--- src/rtl/port_responder_pkg.sv ---
// Shared constants and types for the port_responder command channel and its FIFO.
package port_responder_pkg;

    localparam int unsigned DATA_W = 8;

    localparam logic [1:0] OP_CLR  = 2'b00;
    localparam logic [1:0] OP_PUSH = 2'b01;
    localparam logic [1:0] OP_POP  = 2'b10;
    localparam logic [1:0] OP_PEEK = 2'b11;

    typedef enum logic [1:0] {
        StIdle = 2'b00,
        StExec = 2'b01,
        StAck  = 2'b10
    } state_e;

    localparam int unsigned ST_ACK   = 7;
    localparam int unsigned ST_FULL  = 6;
    localparam int unsigned ST_EMPTY = 5;
    localparam int unsigned ST_ERR   = 4;

endpackage

--- src/rtl/port_fifo.sv ---
// Small byte FIFO with wrapping pointers and a separate count so full/empty are unambiguous.
module port_fifo
    import port_responder_pkg::*;
#(
    parameter int unsigned DEPTH = 4,
    parameter int unsigned AW    = 2
) (
    input  logic              clk,
    input  logic              reset,
    input  logic              i_push,
    input  logic              i_pop,
    input  logic              i_flush,
    input  logic [DATA_W-1:0] i_wdata,
    output logic [DATA_W-1:0] o_head,
    output logic              o_full,
    output logic              o_empty,
    output logic [AW:0]       o_count
);

    localparam logic [AW:0] FULL_CNT = (AW + 1)'(DEPTH);

    logic [DATA_W-1:0] r_mem [DEPTH];
    logic [AW-1:0]     r_wptr;
    logic [AW-1:0]     r_rptr;
    logic [AW:0]       r_count;
    logic              w_push_ok;
    logic              w_pop_ok;

    assign o_full    = (r_count == FULL_CNT);
    assign o_empty   = (r_count == '0);
    assign o_count   = r_count;
    assign o_head    = r_mem[r_rptr];
    assign w_push_ok = i_push && !o_full && !i_flush;
    assign w_pop_ok  = i_pop && !o_empty && !i_flush;

    always_ff @(posedge clk or posedge reset) begin
        if (reset) begin
            r_wptr  <= '0;
            r_rptr  <= '0;
            r_count <= '0;
        end else if (i_flush) begin
            r_wptr  <= '0;
            r_rptr  <= '0;
            r_count <= '0;
        end else begin
            if (w_push_ok) r_wptr <= r_wptr + 1'b1;
            if (w_pop_ok)  r_rptr <= r_rptr + 1'b1;
            if (w_push_ok && !w_pop_ok)      r_count <= r_count + 1'b1;
            else if (w_pop_ok && !w_push_ok) r_count <= r_count - 1'b1;
        end
    end

    // Storage needs no reset: pointers and count define which entries are live.
    always_ff @(posedge clk) begin
        if (w_push_ok) r_mem[r_wptr] <= i_wdata;
    end

endmodule

--- src/rtl/port_responder.sv ---
// Toggle-handshake command responder on the CPU's I/O ports, fronting a small byte FIFO.
module port_responder
    import port_responder_pkg::*;
#(
    parameter int unsigned DEPTH = 4,
    parameter int unsigned AW    = 2
) (
    input  logic       clk,
    input  logic       reset,
    input  logic [7:0] Outport0,
    input  logic [7:0] Outport1,
    output logic [7:0] Inport0,
    output logic [7:0] Inport1
);

    state_e            r_state;
    state_e            w_next;
    logic              r_req;
    logic [1:0]        r_op;
    logic [DATA_W-1:0] r_wdata;
    logic              r_ack;
    logic              r_err;
    logic [DATA_W-1:0] r_rdata;

    logic              w_req_edge;
    logic              w_capture;
    logic              w_exec;
    logic              w_do_ack;
    logic              w_push;
    logic              w_pop;
    logic              w_flush;
    logic [DATA_W-1:0] w_head;
    logic              w_full;
    logic              w_empty;
    logic [AW:0]       w_count;
    logic              w_unused_cmd;

    assign w_req_edge   = (Outport0[7] != r_req);
    assign w_unused_cmd = ^Outport0[6:2];

    port_fifo #(
        .DEPTH (DEPTH),
        .AW    (AW)
    ) u_fifo (
        .clk     (clk),
        .reset   (reset),
        .i_push  (w_push),
        .i_pop   (w_pop),
        .i_flush (w_flush),
        .i_wdata (r_wdata),
        .o_head  (w_head),
        .o_full  (w_full),
        .o_empty (w_empty),
        .o_count (w_count)
    );

    always_ff @(posedge clk or posedge reset) begin
        if (reset) r_state <= StIdle;
        else       r_state <= w_next;
    end

    always_comb begin
        w_next = r_state;
        unique case (r_state)
            StIdle:  if (w_req_edge) w_next = StExec;
            StExec:  w_next = StAck;
            StAck:   w_next = StIdle;
            default: w_next = StIdle;
        endcase
    end

    always_comb begin
        w_capture = 1'b0;
        w_exec    = 1'b0;
        w_do_ack  = 1'b0;
        unique case (r_state)
            StIdle:  w_capture = w_req_edge;
            StExec:  w_exec    = 1'b1;
            StAck:   w_do_ack  = 1'b1;
            default: ;
        endcase
    end

    assign w_push  = w_exec && (r_op == OP_PUSH);
    assign w_pop   = w_exec && (r_op == OP_POP);
    assign w_flush = w_exec && (r_op == OP_CLR);

    always_ff @(posedge clk or posedge reset) begin
        if (reset) begin
            r_req   <= 1'b0;
            r_op    <= OP_CLR;
            r_wdata <= '0;
            r_ack   <= 1'b0;
            r_err   <= 1'b0;
            r_rdata <= '0;
        end else begin
            if (w_capture) begin
                r_req   <= Outport0[7];
                r_op    <= Outport0[1:0];
                r_wdata <= Outport1;
            end
            if (w_exec) begin
                unique case (r_op)
                    OP_CLR:  r_err <= 1'b0;
                    OP_PUSH: if (w_full) r_err <= 1'b1;
                    OP_POP, OP_PEEK: begin
                        if (w_empty) r_err   <= 1'b1;
                        else         r_rdata <= w_head;
                    end
                    default: ;
                endcase
            end
            if (w_do_ack) r_ack <= r_req;
        end
    end

    always_comb begin
        Inport0           = {4'b0000, 4'(w_count)};
        Inport0[ST_ACK]   = r_ack;
        Inport0[ST_FULL]  = w_full;
        Inport0[ST_EMPTY] = w_empty;
        Inport0[ST_ERR]   = r_err;
    end

    assign Inport1 = r_rdata;

endmodule
--- config.mk ---
export PLATFORM = sky130hd
export DESIGN_NAME = port_responder
export DESIGN_NICKNAME = d
export VERILOG_FILES = /design/src/rtl/port_responder_pkg.sv /design/src/rtl/port_fifo.sv /design/src/rtl/port_responder.sv
export SDC_FILE = /design/constraint.sdc
export NUM_CORES = 1
export LEC_CHECK = 0
export CAP_MARGIN = 15
export CORE_MARGIN = 4
export CORE_UTILIZATION = 45
export DETAILED_ROUTE_END_ITERATION = 8
export PLACE_DENSITY = 0.66
export RECOVER_POWER = 50
export SLEW_MARGIN = 20
export SYNTH_ARGS = -nofsm -noshare
export SYNTH_HDL_FRONTEND = slang
export SYNTH_HIERARCHICAL = 1
export SYNTH_SLANG_ARGS = --single-unit
export TNS_END_PERCENT = 5
--- constraint.sdc ---
create_clock -name clk -period 2.8 [get_ports clk]
set_input_delay 0.28 -clock clk [delete_from_list [all_inputs] [get_ports clk]]
set_output_delay 0.28 -clock clk [all_outputs]
set_load 0.02 [all_outputs]
==> out/qor.yml, run 1 <==
postCtsResizedCells: 0
slew_headroom: 0.369
drtIter0Drc: 61
antenna_found_initial: 0
wl_per_cell_um: 17.0
dr.pass1.iters: 4
postRouteAntennaNets: 0
synth_seq_cells: 62
ff2ff_path_depth: 10
portBuffers: 27
hold_viol: 0
crit_type: "reg -> reg"
syn_area_um2: 2690
seq_area_frac_synth: 0.637
fp.dieH_um: 85.2
fp.dieW_um: 85.2
synth_top_area_share: 0.358
cp-start-kind: "register"
worst_ir_drop_vdd_mv: 0.674
most-common-layout-cells: "edfxtp_1 (32), dfrtp_1 (30), clkdlybuf4s50_1 (26)"
cap_violations: 0
syn_inst: 171
final_core_util: 0.568
synth_area_leaders: "edfxtp_1 (36%), dfrtp_1 (28%), mux4_2 (6.7%)"
drv_slew: 0
post-cts-setup-buffers: 0
grt_pass1_vias: 1572
area_delta_synth_final_pct: 19.4
ys_types: 38
outcome: "finished clean"
critPathRequiredTime_ps: 3040
multi_input_area_um2: 852
cts_tree: "yes"
die_area_um2: 7270
clkSinkCount: 62
met3WireLength_um: 165
core_area_um2: 5640
num_rows: 27
rrSetupSlack_ps: 260
final_nets: 222
h-tree-depth: 3
overflow: 0
gp_congestion: 0.819
setup_viol: 0
finalPower_w: 0.00355
tns_ps: 0
highest_layer: "met4"
timing.rr.start: "r_state[1]"
power_leakage_nw: 1.26
crit_top_cell: "inv_1"
grt_max_degree: 24
clock-root-buffer: "clkbuf_8"
power_density_nw_per_um2: 1110
grt_use_total: 0.144
mostFrequentLayoutCell: "edfxtp_1"
arrival_ps: 2780
crit_path_max_incr_delay_ps: 390
cts_max_path_buffers: 2
clkTransAtPathRegs_ps: 70
crit_path_end_kind: "register"
rsz0062_at_grt: "false"
register_area_um2: 1710
layout_min_cycle_time_ps: 2540
fin_skew_ps: 10.1
ios: 34
vias: 1465
tightest_slew_ps: 946
hpwl_um: 3130
avgSynthCellArea_um2: 15.7
route.met2.wl_um: 2420
insertion_delay_ps: 340
syn_nets: 194
antenna_cells: 0
finalWirelength_um: 4680
cp_max_fo: 8
hold_class: "in -> async"
max_freq_mhz: 394
initial_utilization: 0.476
slowest_stage: "dfrtp_1"
cts_hold_buf: 0
grt_pass1_wl_um: 7800
layout-drive-gt1-share: 0.240
viasPerCell: 5.31
drc: 0
fin_crit_sh: 0.906
yosysTopAreaCell: "edfxtp_1"
nFillCells: 437
reg2reg_to: "u_fifo/o_count[2]"
ys_warn_count: 6
cp_cell_sequence: "nand2b_4 -> inv_1 -> and3_1 -> inv_1 -> nor3_1 -> and2_1 -> fa_1 -> nand3b_1 -> o311a_1 -> a211oi_1"
m1WireLength_um: 1940
cts-buffers-inserted: 9
[kinds of logic after synthesis]
group / after synthesis / share of synthesized area
compound gates: 17 / 0.0452
xor+xnor: 3 / 0.00979
fa+ha+maj: 5 / 0.0261
buf+inv: 24 / 0.0452
flops: 62 / 0.637
mux: 31 / 0.176
other cells: 1 / 0.00140
simple gates: 28 / 0.0592
[cells in the mapped netlist]
cell type and instances:
fa_1 1, nor2_1 9, inv_1 11, buf_6 1, a31o_2 1, mux4_2 8, buf_4 5, o22ai_1 1
a221oi_2 1, edfxtp_1 32, a211oi_1 1, clkbuf_1 2, mux2_4 9, o311ai_0 1, o31ai_1 2, conb_1 1
o311a_1 1, o21a_1 2, mux2i_1 1, nor3_1 4, xor2_1 3, or3b_1 1, nand3b_1 1, and3_1 1
nand2b_1 2, nand2_1 1, nand3_1 2, nor2_4 1, buf_2 4, o21ai_0 3, ha_1 4, inv_2 1
mux2_1 2, and2_1 5, nand2b_4 1, a21oi_1 4, mux2_2 11, dfrtp_1 30
[layout make-up]
class	count	area share
repair buffers	29	0.0890
inverters	12	0.0140
clock buffers	10	0.0429
flip-flops and latches	62	0.534
multi-input cells	85	0.266
clock inverters	6	0.0265
well taps	72	0.0281
[report_power, final]
group | switching [W] | internal (W)
Combinational | 0.000519 | 0.000645
Sequential | 0.000251 | 0.00126
Clock | 0.000344 | 0.000522
[sequential cells by signal, indices dropped and copies added, names as in the netlist]
name            flops
Inport1             8
u_fifo/o_count      3
r_err               1
r_ack               1
u_fifo/r_mem       32
u_fifo/r_rptr       2
r_req               1
r_wdata             8
u_fifo/r_wptr       2
r_state             2
r_op                2
[worst max-delay path: cells and delay by family, from the launching register on]
kind,cells,cell delay (ps)
buf+inv,2,230
flops,1,390
compound gates,2,350
simple gates,5,1220
fa+ha+maj,1,250
[worst max path at each step]
stage,start,end,slack (ps),cells past startpoint
2_1_floorplan,u_fifo/o_count[0],u_fifo/o_count[2],410,8
3_3_place_gp,r_state[1],u_fifo/o_count[2],450,10
3_5_place_dp,r_state[1],u_fifo/o_count[2],270,10
4_1_cts,r_state[1],u_fifo/o_count[2],260,10
5_1_grt,r_state[1],u_fifo/o_count[2],60,10
6_report,r_state[1],u_fifo/o_count[2],260,10
[layer usage]
layer	GRT usage	up-vias
met5	0	-
met4	0.0906	0
met3	0.0359	15
met2	0.234	37
met1	0.171	733
li1	-	680
[metrics by stage]
| stage | hold slack [ps] | cell area (um^2) | setup slack [ps] | instances |
|---|---|---|---|---|
| 6_report | 343 | 3210 | 264 | 276 |
| 5_1_grt | 358 | 3210 | 56.7 | 276 |
| 4_1_cts | 210 | 3210 | 260 | 276 |
| 3_5_place_dp | 497 | 2980 | 270 | 260 |
| 3_3_place_gp | 489 | 2980 | 452 | 260 |
| 2_1_floorplan | 83.4 | 2690 | 411 | 171 |
Power figures use the tool's default switching activity.
==> run 2, diff against run 1 <==
--- a/config.mk
+++ b/config.mk
@@ -9,7 +9,7 @@
 export CORE_MARGIN = 4
 export CORE_UTILIZATION = 45
 export DETAILED_ROUTE_END_ITERATION = 8
-export PLACE_DENSITY = 0.66
+export PLACE_DENSITY = 0.67
 export RECOVER_POWER = 50
 export SLEW_MARGIN = 20
 export SYNTH_ARGS = -nofsm -noshare
==> run 2 against run 1 <==
Design area shrank 1.6%. Critical path depth shrank 3. Count of clock-buffer cells in the layout is the same. Core utilization shrank 0.91 points. Clock power shrank 24%. Via count shrank 0.20%. Cell count is the same. Register-to-register slack gained 50 ps. Critical path type unchanged. Non-clock buffer count is the same. Setup slack gained 46 ps. Sequential share of layout area grew 0.87 points. Largest cell class unchanged. Total power shrank 5.8%.
==> out/qor.yml, run 2 (synthesized netlist as in run 1, its figures left out) <==
initial_utilization: 0.476  # unchanged
postRouteAntennaNets: 0  # unchanged
area_delta_synth_final_pct: 17.5
crit_path_end_kind: "register"
grt_pass1_wl_um: 7870  # +0.81%
gp_congestion: 0.808  # -1.4%
cts_tree: "yes"
fp.dieW_um: 85.2  # unchanged
antenna_cells: 0  # unchanged
final_nets: 222  # unchanged
clock-root-buffer: "clkbuf_8"
portBuffers: 27  # unchanged
layout-drive-gt1-share: 0.245  # +0.00490
grt_use_total: 0.144  # -0.000646
clkTransAtPathRegs_ps: 70  # about the same
ios: 34  # unchanged
viasPerCell: 5.30  # -0.20%
overflow: 0  # unchanged
power_switching_w: 0.00111  # +0.10%
post-cts-setup-buffers: 0  # unchanged
cts_max_path_buffers: 2  # unchanged
critPathRequiredTime_ps: 3050  # about the same
fin_skew_ps: 8.21  # -1.85 ps
mostFrequentLayoutCell: "edfxtp_1"
fp.dieH_um: 85.2  # unchanged
antenna_found_initial: 0  # unchanged
cp_max_fo: 11  # +3
fin_crit_sh: 0.889  # -0.0165
internal_power_w: 0.00223  # -8.5%
setup_viol: 0  # unchanged
layout_min_cycle_time_ps: 2490  # -46.1 ps
hold_class: "in -> async"
tns_ps: 0  # unchanged
wl_per_cell_um: 16.5  # -2.8%
grt_pass1_vias: 1615  # +2.7%
grt_max_degree: 24  # unchanged
hold_viol: 0  # unchanged
dr.pass1.iters: 4  # unchanged
cts-buffers-inserted: 9  # unchanged
crit_type: "reg -> reg"
cp-start-kind: "register"
drv_slew: 0  # unchanged
power_density_nw_per_um2: 1060  # -4.3%
insertion_delay_ps: 340  # about the same
drc: 0  # unchanged
finalWirelength_um: 4550  # -2.8%
clkSinkCount: 62  # unchanged
worst_ir_drop_vdd_mv: 0.484  # -28%
core_area_um2: 5640  # unchanged
pre_cts_ws_ps: 324  # +54.1 ps
slew_headroom: 0.372  # +0.00341
tightest_slew_ps: 936  # -9.86 ps
drtIter0Drc: 51  # -16%
share_comb_of_total_power: 0.349  # +0.021
power_leakage_nw: 1.23  # -2.4%
max_freq_mhz: 402  # +1.8%
largest_reg_flops: 32  # unchanged
p_seq_frac: 0.453  # +0.025
nFillCells: 447  # +2.3%
vias: 1462  # -0.20%
p_clk_frac: 0.198  # -0.046
num_rows: 27  # unchanged
top_register: "u_fifo/r_mem"
h-tree-depth: 3  # unchanged
swShare: 0.334  # +0.0197
outcome: "finished clean"
arrival_ps: 2740  # -40 ps
hpwl_um: 3120  # -0.15%
most-common-layout-cells: "edfxtp_1 (32), dfrtp_1 (30), clkdlybuf4s50_1 (25)"
fin_ws_ps: 310  # +46.1 ps
cap_violations: 0  # unchanged
rsz0062_at_grt: "false"
die_area_um2: 7270  # unchanged
## run 2: cell types whose count changed in the layout (fill, tap and decap cells not counted), sizes merged
cell | previous run | this run
bufinv | 2 | 0
clkdlybuf4s50 | 26 | 25
clkinv | 3 | 5
clkinvlp | 1 | 2
dlygate4sd3 | 1 | 2
inv | 12 | 11
## run 2: cell type report
| type | instances | area [um^2] | share of cell area |
|---|---|---|---|
| Sequential cell | 62 | 1710 | 0.542 |
| Multi-Input combinational cell | 85 | 857 | 0.272 |
| Timing Repair Buffer | 29 | 285 | 0.0904 |
| Clock buffer | 10 | 128 | 0.0404 |
| Tap cell | 72 | 90.1 | 0.0285 |
| Inverter | 12 | 45.0 | 0.0143 |
| Clock inverter | 6 | 38.8 | 0.0123 |
## run 2: worst max-delay path: stages, from the launching register on
cell      delay (ps)
dfrtp_1          490
or3b_1           470
inv_1            170
nor3_2            90
and2_1           190
fa_1             430
o311a_1          370
a211oi_1         200
## run 2: routing by layer
metal  track usage  up-vias  share of wire
met5             0        -              0
met4        0.0863        0          0.030
met3        0.0350       11          0.047
met2         0.237       33           0.51
met1         0.169      749           0.41
li1              -      669              -
## run 2: power groups by stage
| stage | sequential, W | clock (W) | combinational, W |
|---|---|---|---|
| floorplan | 0.00151 | 0 | 0.000846 |
| global placement | 0.00151 | 0 | 0.00113 |
| detailed placement | 0.00154 | 0 | 0.00118 |
| CTS | 0.00152 | 0.000677 | 0.00118 |
| global route | 0.00156 | 0.000723 | 0.00127 |
| finish | 0.00151 | 0.000661 | 0.00117 |
## run 2: what timing repair did
item                                    CTS  global route
endpoints found under the setup margin    0             1
hold buffers                              0             0
gates resized for setup                   0             1
## run 2: stage by stage
step                      power [W]  instances   util  hold slack, ps  instance area (um^2)
after floorplan             0.00236        171      -            83.4                  2690
after global placement      0.00264        260  0.529             490                  2980
after detailed placement    0.00271        260  0.529             498                  2980
after CTS                   0.00338        276  0.558             200                  3150
after global routing        0.00355        276  0.559             368                  3160
final                       0.00334        276  0.559             337                  3160
## run 2: worst paths after layout
path | from | end | slack, ps | cells after the start
worst max register to register | u_fifo/o_count[0] | u_fifo/o_count[2] | 310 | 7
worst max-delay path | u_fifo/o_count[0] | u_fifo/o_count[2] | 310 | 7
worst min register to register | Inport1[6] | Inport1[6] | 500 | 1
min in group clk | Inport1[6] | Inport1[6] | 500 | 1
max in group asynchronous | reset | r_wdata[0] | 1860 | 2
worst min-delay path | reset | u_fifo/o_count[1] | 340 | 2
